### src/rtl/addsub_pipe.sv
// Pipelined WIDTH-bit adder/subtractor: the carry chain is cut into CHUNK-bit slices,
// one register stage per slice, with a valid/ready handshake and status flags.
module addsub_pipe #(
  parameter int unsigned WIDTH = 8,
  parameter int unsigned CHUNK = 4
) (
  input  logic             clk,
  input  logic             rst,
  input  logic             in_valid,
  output logic             in_ready,
  input  logic [WIDTH-1:0] input_a,
  input  logic [WIDTH-1:0] input_b,
  input  logic             input_carry,
  input  logic             op_sub,
  output logic             out_valid,
  input  logic             out_ready,
  output logic [WIDTH-1:0] output_sum,
  output logic             output_carry,
  output logic             flag_ovf,
  output logic             flag_zero,
  output logic             flag_neg
);

  localparam int unsigned STAGES = WIDTH / CHUNK;
  localparam int unsigned MSB    = WIDTH - 1;

  // Per-stage registers: operand A, inverted-or-not operand B, partial sum, slice carry.
  logic [STAGES-1:0]            v_q, v_d;
  logic [STAGES-1:0]            c_q, c_d;
  logic [STAGES-1:0][WIDTH-1:0] a_q, a_d;
  logic [STAGES-1:0][WIDTH-1:0] b_q, b_d;
  logic [STAGES-1:0][WIDTH-1:0] s_q, s_d;

  // Stage inputs: stage 0 sees the ports, stage k sees the registers of stage k-1.
  logic [STAGES-1:0]            v_in;
  logic [STAGES-1:0]            c_in;
  logic [STAGES-1:0][WIDTH-1:0] a_in;
  logic [STAGES-1:0][WIDTH-1:0] b_in;
  logic [STAGES-1:0][WIDTH-1:0] s_in;

  logic             adv;
  logic [CHUNK:0]   slice_sum;

  assign adv      = !v_q[STAGES-1] | out_ready;
  assign in_ready = adv;

  always_comb begin
    v_in    = '0;
    c_in    = '0;
    a_in    = '0;
    b_in    = '0;
    s_in    = '0;
    v_in[0] = in_valid;
    c_in[0] = input_carry;
    a_in[0] = input_a;
    b_in[0] = op_sub ? ~input_b : input_b;
    for (int k = 1; k < STAGES; k++) begin
      v_in[k] = v_q[k-1];
      c_in[k] = c_q[k-1];
      a_in[k] = a_q[k-1];
      b_in[k] = b_q[k-1];
      s_in[k] = s_q[k-1];
    end
  end

  // Data registers only load on a valid slot so the outputs hold across bubbles.
  always_comb begin
    v_d       = v_in;
    c_d       = c_q;
    a_d       = a_q;
    b_d       = b_q;
    s_d       = s_q;
    slice_sum = '0;
    for (int k = 0; k < STAGES; k++) begin
      slice_sum = {1'b0, a_in[k][k*CHUNK +: CHUNK]} + {1'b0, b_in[k][k*CHUNK +: CHUNK]}
                + {{CHUNK{1'b0}}, c_in[k]};
      if (v_in[k]) begin
        a_d[k]                  = a_in[k];
        b_d[k]                  = b_in[k];
        s_d[k]                  = s_in[k];
        s_d[k][k*CHUNK +: CHUNK] = slice_sum[CHUNK-1:0];
        c_d[k]                  = slice_sum[CHUNK];
      end
    end
  end

  always_ff @(posedge clk) begin
    if (rst) begin
      v_q <= '0;
      c_q <= '0;
      a_q <= '0;
      b_q <= '0;
      s_q <= '0;
    end else if (adv) begin
      v_q <= v_d;
      c_q <= c_d;
      a_q <= a_d;
      b_q <= b_d;
      s_q <= s_d;
    end
  end

  assign out_valid    = v_q[STAGES-1];
  assign output_sum   = s_q[STAGES-1];
  assign output_carry = c_q[STAGES-1];
  assign flag_ovf     = (a_q[STAGES-1][MSB] == b_q[STAGES-1][MSB]) &
                        (s_q[STAGES-1][MSB] != a_q[STAGES-1][MSB]);
  assign flag_zero    = (s_q[STAGES-1] == '0);
  assign flag_neg     = s_q[STAGES-1][MSB];

endmodule

### config.mk
export PLATFORM = sky130hd
export DESIGN_NAME = addsub_pipe
export DESIGN_NICKNAME = d
export VERILOG_FILES = /design/src/rtl/addsub_pipe.sv
export SDC_FILE = /design/constraint.sdc
export NUM_CORES = 1
export LEC_CHECK = 0
export BUFFER_PORTS_ARGS = -buffer_cell sky130_fd_sc_hd__buf_2
export CORE_MARGIN = 5
export CORE_UTILIZATION = 47
export DETAILED_ROUTE_END_ITERATION = 8
export PLACE_DENSITY = 0.72
export SYNTH_ARGS = -nofsm -noshare
export SYNTH_HDL_FRONTEND = slang
export SYNTH_SLANG_ARGS = --single-unit
### constraint.sdc
create_clock -name clk -period 2.1 [get_ports clk]
set_input_delay 0.105 -clock clk [delete_from_list [all_inputs] [get_ports clk]]
set_output_delay 0.105 -clock clk [all_outputs]
set_load 0.02 [all_outputs]
==> out/results.ini, run 1 <==
[outcome]
status=finished clean

[detailed_routing]
viasPerCell=5.618
wl_per_cell_um=14.07
drtIter0Drc=58
postRouteAntennaNets=0
drc=0
firstDrtPassIters=5
num_vias=1236
wirelength_mm=3.095

[logic_synthesis]
synth-seq-area-share=0.3608
synth.avg_cell_area_um2=9.073
syn_nets=191
synth_compound_area_frac=0.2463
synth_top_area_cell=dfxtp_1
synth_top_area_frac=0.3608
async_flop_share=0
synth_xor_area_frac=0.06071
synth-edff-count=0
ys_warn_count=0
synthDistinctLibCells=30
synthMuxAreaShare=0
syn_area_um2=1443
synthAdderAreaFrac=0.1075
ys.flop_type=dfxtp_1
synthSimpleGateAreaFrac=0.1457
synthTopCellsByCount=26 x a21oi_1, 26 x dfxtp_1, 15 x o21ai_0
syn_inst=159
ys_top_cells_by_area=dfxtp_1 36%, a21oi_1 9.0%, a211oi_2 6.1%, fa_1 5.6%, ha_1 5.2%
ys_seq_elements=26
synth_top_family_by_area=compound AO/OA/AOI/OAI gates

[clock_tree]
cts_hold_buf=0
clk_pin_slew_ns=0.13
clock_path_buffers=2
clockRootBuffer=clkbuf_4
htree_levels=1
cts_tree=done
post-cts-setup-buffers=0
cts.sinks=26
cts-buffers-inserted=3
postCtsResizedCells=0
clk-insertion-delay-late_ns=0.31

[timing]
slew_viol_final=0
period_share=0.7599
fin_crit_ns=1.596
grt_setup_unrepaired=no
setup_viol=0
fmax_ghz=0.6267
finClkSkew_ns=0.003388
setup_ws_ns=0.5042
finalSetupTns_ns=0
slew_headroom=0.6150
worst_pin_slew_ns=0.5775
whs_ns=0.04246
hold_viol=0

[floorplanning]
top_level_ports=36
die_w_um=65.40
num_rows=20
start_util=0.4804
core_um2=3003
die_h_um=65.40
die_area_um2=4277

[power_and_ir_drop]
p_leak_nw=0.6760
p_per_area_nw_per_um2=629.7
power.total_mw=1.019
irDropWorstVdd_mv=0.2366

[global_route]
grt_max_degree=31
gr-total-overflow=0
grt_first_pass_wirelength_mm=5.112
antenna_found_initial=0
grtUsageMet1=0.1896
use_met2=0.2705
top_usage_layer=met2
track_usage=0.1518
grt_util_met3=0.02393
grt_pass1_vias=1192

[final_layout]
post_route_cells_drive_above_1_share=0.2727
diodes=0
final_util=0.5392
stdcell_count=220
finalNetCount=221
synthToLayoutAreaGrowth_pct=12.23
multiInputGateArea_um2=808.3
seqCellArea_um2=520.5
design_area_um2=1619
fill_cells=305

[placed_design]
hpwl_mm=2.406
io_buffers=35
dp_slack_ns=0.3141
globalplace.congestion=0.8368
placed_cell_area_um2=1597
dp_cells=217

[critical_path]
worst_ep_arrival_time_ns=1.82
reg2regPathDepth=6
r2r-start=c_q[0]$_SDFFE_PP0P_
cp-startpoint=c_q[0]$_SDFFE_PP0P_
path_class=register to register
path_max_fanout=2
end_kind=register
start_kind=register
required_ns=2.32

[worst_hold_path]
hold_path_depth=3
holdCritPathClass=primary input to register
hp-start=input_a[6]

[flow_run]
maxCapViolations=0

[flip-flops by register name (all words and copies together) (netlist names)]
| register | count |
|---|---|
| output_sum | 8 |
| a_in | 4 |
| b_in | 4 |
| s_in | 4 |
| c_q | 2 |
| v_q | 2 |
| a_q | 1 |
| b_q | 1 |
[final cells by class]
cell class,instances,area share
tap,33,0.02550
inverter,9,0.02241
multi-input combinational,112,0.4992
clock buffer,3,0.01391
sequential,26,0.3215
timing repair buffer,37,0.1175
[final timing paths]
path         slack [ns]                          to
max                0.50         c_q[1]$_SDFFE_PP0P_
min reg2reg        0.49  output_sum[6]$_SDFFE_PP0P_
min                0.04       a_in[14]$_SDFFE_PP0P_
max reg2reg        0.50         c_q[1]$_SDFFE_PP0P_
[cell usage in the layout, fill, tap and decap left out, drive strengths merged]
cell / instances
a2111o: 2
a211oi: 9
a21o: 1
a21oi: 26
buf: 37
clkbuf: 3
dfxtp: 26
fa: 4
ha: 6
inv: 9
nand2: 6
nand2b: 2
nand3: 14
nand3b: 1
nand4b: 2
nor2: 4
nor2b: 2
nor3: 2
o21ai: 15
o221ai: 2
or2: 2
or4: 2
xnor2: 6
xor2: 4
[per-layer routing]
metal	routed length [um]	vias up
met3	171	2
met4	16	0
met2	1567	34
met5	0	-
li1	-	621
met1	1340	579
[critical path: stages (launching register included)]
cell and delay (ns):
dfxtp_1 0.41, fa_1 0.21, inv_1 0.06, fa_1 0.42, nor2b_1 0.12, o21ai_0 0.08, a211oi_1 0.21
[cell families (layout without fill, tap and decap cells)]
family	after synthesis	count (layout)
fa+ha+maj	10	10
buf+inv	21	49
flops	26	26
xor+xnor	10	10
simple gates	37	37
compound gates	55	55
[report_power, final]
group	switching, mW	total, mW	internal [mW]
clock	0.135	0.202	0.0669
combinational	0.153	0.265	0.112
sequential	0.0235	0.552	0.529
total	0.312	1.02	0.707
(Power assumes the default switching activity.)
==> inputs of run 2 (changes only) <==
ABC_AREA = 1   (was default)
clock period = 1.6 ns   (was 2.1 ns; I/O delays follow)
==> run 2 against run 1 <==
Compared with the run above:
- global-route usage down 1.0 points
- count of clock-buffer cells in the layout did not move
- first-iteration DRC count decreased by 38%
- clock skew down 0.00051 ns
- largest cell class unchanged
==> out/results.ini, run 2 <==
[outcome]
status=finished clean

[critical_path]
path_class=register to register
cpMaxStageDelayCell=fa_2
end_kind=register
path_max_fanout=2  ; unchanged
cp_cell_sequence=fa_2 > inv_2 > fa_2 > inv_2 > nand2_2 > a21oi_2 > nor3_2 > nor2_1
worst_ep_arrival_time_ns=1.72  ; -0.10 ns
required_ns=1.83  ; -0.49 ns
cp-startpoint=b_in[12]$_SDFFE_PP0P_
r2r-start=b_in[12]$_SDFFE_PP0P_
max_stage_delay_ns=0.40  ; -0.02 ns
start_kind=register

[clock_tree]
cts.sinks=26  ; unchanged
clock_path_buffers=2  ; unchanged
cts-buffers-inserted=3  ; unchanged
clk-insertion-delay-late_ns=0.32  ; about the same
htree_levels=1  ; unchanged
cts_tree=done
post-cts-setup-buffers=0  ; unchanged
clk_pin_slew_ns=0.14  ; about the same
clockRootBuffer=clkbuf_4

[logic_synthesis]
ys.flop_type=dfxtp_1
synthTopCellsByCount=27 x nor2_1, 26 x dfxtp_1, 19 x o21ai_0
ys_warn_count=0  ; unchanged
yosysMostFrequentCell=nor2_1
ys_seq_elements=26  ; unchanged
synth-edff-count=0  ; unchanged
synthDistinctLibCells=25  ; -17%
ys_top_cells_by_area=dfxtp_1 38%, nor2_1 7.4%, o21ai_0 6.9%, a21oi_1 6.6%, fa_1 5.8%
synth_top_area_cell=dfxtp_1
syn_inst=172  ; +8.2%
synth.avg_cell_area_um2=7.980  ; -12%
synth-seq-area-share=0.3792  ; +0.01842
syn_area_um2=1373  ; -4.9%
async_flop_share=0  ; unchanged
syn_nets=204  ; +6.8%
synth_top_area_frac=0.3792  ; +0.01842

[final_layout]
final_common_cell=buf_2
synthToLayoutAreaGrowth_pct=16.68
layout_common_cells=35 x buf_2, 27 x nor2_1, 24 x dfxtp_1
largest_reg_flops=8  ; unchanged
finalNetCount=238  ; +7.7%
diodes=0  ; unchanged
post_route_cells_drive_above_1_share=0.2780  ; +0.005322

[global_route]
gr-total-overflow=0  ; unchanged
grt_max_degree=21  ; -32%
grt_first_pass_wirelength_mm=4.850  ; -5.1%
antenna_found_initial=0  ; unchanged
grt_pass1_vias=1164  ; -2.3%
track_usage=0.1416  ; -0.01021

[detailed_routing]
num_vias=1174  ; -5.0%
wirelength_mm=2.773  ; -10%
firstDrtPassIters=4  ; -1
postRouteAntennaNets=0  ; unchanged
viasPerCell=4.975  ; -11%
drc=0  ; unchanged
wl_per_cell_um=11.75  ; -16%
drtIter0Drc=36  ; -38%

[power_and_ir_drop]
p_per_area_nw_per_um2=970.5  ; +54%
power.total_mw=1.554  ; +52%
p_leak_nw=0.7844  ; +16%
irDropWorstVdd_mv=0.8630  ; +260%

[floorplanning]
die_w_um=64.04  ; -2.1%
die_h_um=64.04  ; -2.1%
die_area_um2=4101  ; -4.1%
core_um2=2781  ; -7.4%
start_util=0.4935  ; +0.01306
top_level_ports=36  ; unchanged
num_rows=19  ; -5.0%

[worst_hold_path]
hp-start=input_a[6]
holdCritPathClass=primary input to register

[timing]
hold_viol=0  ; unchanged
fmax_ghz=0.6718  ; +7.2%
finalSetupTns_ns=0  ; unchanged
whs_ns=0.02553  ; -0.01693 ns
slew_headroom=0.6756  ; +0.06053
worst_pin_slew_ns=0.4861  ; -0.09133 ns
finClkSkew_ns=0.002881  ; -0.0005067 ns
fin_crit_ns=1.488  ; -0.1073 ns
setup_viol=0  ; unchanged
period_share=0.9303  ; +0.1704
grt_setup_unrepaired=no
slew_viol_final=0  ; unchanged

[placed_design]
io_buffers=35  ; unchanged
hpwl_mm=2.212  ; -8.0%
globalplace.congestion=0.7403  ; -12%

[flow_run]
maxCapViolations=0  ; unchanged

[run 2: cell count changes in the layout (fill, tap and decap cells not counted), sizes merged, moves of 5 or more]
| cell | before | now |
|---|---|---|
| nor2 | 4 | 27 |
| o21ai | 15 | 20 |
| a211oi | 9 | 0 |
| inv | 9 | 21 |
| nand2 | 6 | 21 |
| a21oi | 26 | 18 |
| nand3 | 14 | 7 |
[run 2: kinds of logic (layout without fill, tap and decap cells)]
group           count (synthesis)  count (layout)  synth area share
compound gates                 38              38            0.1413
xor+xnor                        9               9           0.05743
simple gates                   60              60            0.1942
fa+ha+maj                      10              10            0.1130
buf+inv                        29              62            0.1148
flops                          26              26            0.3792
[run 2: layout make-up]
cell class / count / area [um2]
Inverter: 21 / 83.83
Timing Repair Buffer: 37 / 192.7
Clock buffer: 3 / 22.52
Fill cell: 264 / 1180
Sequential cell: 26 / 523.0
Tap cell: 31 / 38.79
Multi-Input combinational cell: 117 / 710.7
Clock inverter: 1 / 30.03
[run 2: critical path: cells and delay by family, from the launching register on]
| family | cells | cell delay, ns |
|---|---|---|
| fa+ha+maj | 2 | 0.61 |
| flops | 1 | 0.36 |
| simple gates | 3 | 0.28 |
| buf+inv | 2 | 0.11 |
| compound gates | 1 | 0.05 |
[run 2: stage by stage]
| stage | instance area [um2] | setup WS [ns] | utilization | std cells |
|---|---|---|---|---|
| CTS | 1583 | 0.05645 | 0.5691 | 236 |
| global route | 1602 | 0.01371 | 0.5758 | 236 |
| floorplan | 1373 | 0.07397 | - | 172 |
| finish | 1602 | 0.1115 | 0.5758 | 236 |
| global placement | 1520 | 0.09210 | 0.5466 | 231 |
| detailed placement | 1520 | 0.01646 | 0.5466 | 231 |
[run 2: worst paths after layout]
path                                      to  slack, ns  cells past startpoint
setup / recovery         c_q[1]$_SDFFE_PP0P_       0.11                      8
hold reg to reg   output_sum[3]$_SDFFE_PP0P_       0.49                      2
setup reg to reg         c_q[1]$_SDFFE_PP0P_       0.11                      8
hold / removal         a_in[14]$_SDFFE_PP0P_       0.03                      3
[run 2: metal layers]
metal / up-vias / track usage / share of wire
met2: 32 / 0.2613 / 0.50
met4: 0 / 0.05455 / 0.013
met5: - / 0 / 0
li1: 615 / - / -
met1: 523 / 0.1668 / 0.43
met3: 4 / 0.01226 / 0.049
[run 2: what timing repair did]
action / in CTS / in global routing
endpoints found under the hold margin: 1 / 0
setup endpoints to repair: 0 / 2
gates resized for setup: 0 / 9
hold buffers: 1 / 0
[run 2: power breakdown]
part           switching, mW  internal [mW]  total (mW)
Combinational          0.220          0.149       0.369
Sequential            0.0357          0.702       0.738
Clock                  0.194          0.253       0.447
Total                  0.449           1.11        1.55
==> inputs of run 3 (changes only) <==
RECOVER_POWER = 50   (was default)
TNS_END_PERCENT = 50   (was default)
==> run 3 against run 2 <==
Compared with the run above:
- sequential power is essentially flat
- global-route usage is the same
- setup slack lost 0.0021 ns
- register-to-register slack is essentially flat
- cell count is the same
- design area shrank 2.0%
- largest cell class unchanged
- largest power group unchanged
==> out/results.ini, run 3 (synthesized netlist as in run 2, its figures left out) <==
[clock_tree]
clk_pin_slew_ns=0.14  ; about the same
cts_tree=done
htree_levels=1  ; unchanged
clockRootBuffer=clkbuf_4
cts-buffers-inserted=3  ; unchanged
clock_path_buffers=2  ; unchanged
cts.sinks=26  ; unchanged
clk-insertion-delay-late_ns=0.32  ; about the same

[floorplanning]
die_w_um=64.04  ; unchanged
start_util=0.4935  ; unchanged
num_rows=19  ; unchanged
core_um2=2781  ; unchanged
die_h_um=64.04  ; unchanged
top_level_ports=36  ; unchanged
die_area_um2=4101  ; unchanged

[placed_design]
io_buffers=35  ; unchanged
hpwl_mm=2.212  ; unchanged
dp_slack_ns=0.01646  ; unchanged
globalplace.congestion=0.7403  ; unchanged
dp_cells=231  ; unchanged
placed_cell_area_um2=1520  ; unchanged

[timing]
finalSetupTns_ns=0  ; unchanged
setup_ws_ns=0.1095  ; -0.002066 ns
period_share=0.9316  ; +0.001291
fmax_ghz=0.6709  ; -0.14%
fin_crit_ns=1.491  ; +0.002066 ns
finClkSkew_ns=0.002954  ; +0.00007305 ns
hold_viol=0  ; unchanged
slew_headroom=0.6749  ; about the same
grt_setup_unrepaired=no
slew_viol_final=0  ; unchanged
setup_viol=0  ; unchanged
worst_pin_slew_ns=0.4871  ; +0.0009477 ns

[detailed_routing]
num_vias=1176  ; +0.17%
drc=0  ; unchanged
wirelength_mm=2.798  ; +0.90%
postRouteAntennaNets=0  ; unchanged
drtIter0Drc=47  ; +31%
wl_per_cell_um=11.86  ; +0.90%
viasPerCell=4.983  ; +0.17%
firstDrtPassIters=4  ; unchanged

[global_route]
gr-total-overflow=0  ; unchanged
track_usage=0.1416  ; unchanged
grt_pass1_vias=1164  ; unchanged
antenna_found_initial=0  ; unchanged
grt_first_pass_wirelength_mm=4.850  ; unchanged
grt_max_degree=21  ; unchanged

[worst_hold_path]
hold_path_end=v_q[0]$_SDFFE_PP0N_
hp-start=out_ready
hold_path_depth=4  ; +1
holdCritPathClass=primary input to register

[flow_run]
maxCapViolations=0  ; unchanged

[critical_path]
regToRegSetupSlack_ns=0.11  ; about the same
required_ns=1.83  ; about the same
end_kind=register
path_class=register to register
r2r-end=c_q[1]$_SDFFE_PP0P_
worst_ep_arrival_time_ns=1.72  ; about the same
path_max_fanout=2  ; unchanged
reg2regPathDepth=8  ; unchanged
start_kind=register
r2r-start=b_in[12]$_SDFFE_PP0P_

[power_and_ir_drop]
irDropWorstVdd_mv=0.8633  ; about the same
p_leak_nw=0.7300  ; -6.9%
p_per_area_nw_per_um2=984.3  ; +1.4%

[final_layout]
synthToLayoutAreaGrowth_pct=14.31
largest_reg_flops=8  ; unchanged
final_util=0.5641  ; -0.01170
final_common_cell=nor2_1
layout_common_cells=27 x nor2_1, 24 x dfxtp_1, 23 x buf_2
design_area_um2=1569  ; -2.0%
stdcell_count=236  ; unchanged
diodes=0  ; unchanged
finalNetCount=238  ; unchanged
post_route_cells_drive_above_1_share=0.2049  ; -0.07317

[outcome]
status=finished clean

-- run 3: changes by cell type in the layout (fill, tap and decap cells not counted) --
cell	change
buf_2	-12
clkbuf_1	+12
nand2_1	+3
nand2_2	-1
nand2_4	-2
-- run 3: through the flow --
stage          total power [mW]  hold WS (ns)
2_1_floorplan             1.019        0.1491
3_3_place_gp              1.097        0.3272
3_5_place_dp              1.115        0.3550
4_1_cts                   1.557       0.02271
5_1_grt                   1.642       0.02108
6_report                  1.544       0.01602
-- run 3: layout make-up --
| type | count | area (um2) |
|---|---|---|
| fillers | 276 | 1212 |
| multi-input cells | 117 | 693.2 |
| flip-flops and latches | 26 | 523.0 |
| repair buffers | 37 | 177.7 |
| inverters | 21 | 83.83 |
| well taps | 31 | 38.79 |
| clock inverters | 1 | 30.03 |
| clock buffers | 3 | 22.52 |
-- run 3: worst max path at each step --
stage	startpoint	end	depth (start not counted)
2_1_floorplan	op_sub	s_in[9]$_SDFFE_PP0P_	7
3_3_place_gp	op_sub	s_in[9]$_SDFFE_PP0P_	7
3_5_place_dp	op_sub	s_in[9]$_SDFFE_PP0P_	7
4_1_cts	c_q[0]$_SDFFE_PP0P_	c_q[1]$_SDFFE_PP0P_	8
5_1_grt	b_in[12]$_SDFFE_PP0P_	c_q[1]$_SDFFE_PP0P_	8
6_report	b_in[12]$_SDFFE_PP0P_	c_q[1]$_SDFFE_PP0P_	8
-- run 3: power by group --
part | switching [mW] | leakage, nW | internal [mW]
Clock | 0.194 | 0.0279 | 0.253
Combinational | 0.218 | 0.487 | 0.141
Sequential | 0.0355 | 0.216 | 0.702
Total | 0.448 | 0.730 | 1.10
-- run 3: what timing repair did --
action | 4_1_cts | 5_1_grt
hold buffers | 1 | 0
gates resized for setup | 0 | 9
buffers inserted | 0 | 0
setup endpoints to repair | 0 | 2
endpoints found under the hold margin | 1 | 0
-- run 3: critical path, stage by stage, from the launching register on --
cell and delay [ns]:
dfxtp_2 0.36, fa_2 0.40, inv_2 0.07, fa_2 0.21, inv_2 0.04, nand2_2 0.06
a21oi_2 0.05, nor3_2 0.16, nor2_1 0.06
-- run 3: metal layers --
metal | track usage | vias up | share of wire
li1 | - | 616 | -
met1 | 0.1668 | 524 | 0.43
met2 | 0.2613 | 32 | 0.50
met3 | 0.01226 | 4 | 0.054
met4 | 0.05455 | 0 | 0.013
met5 | 0 | - | 0
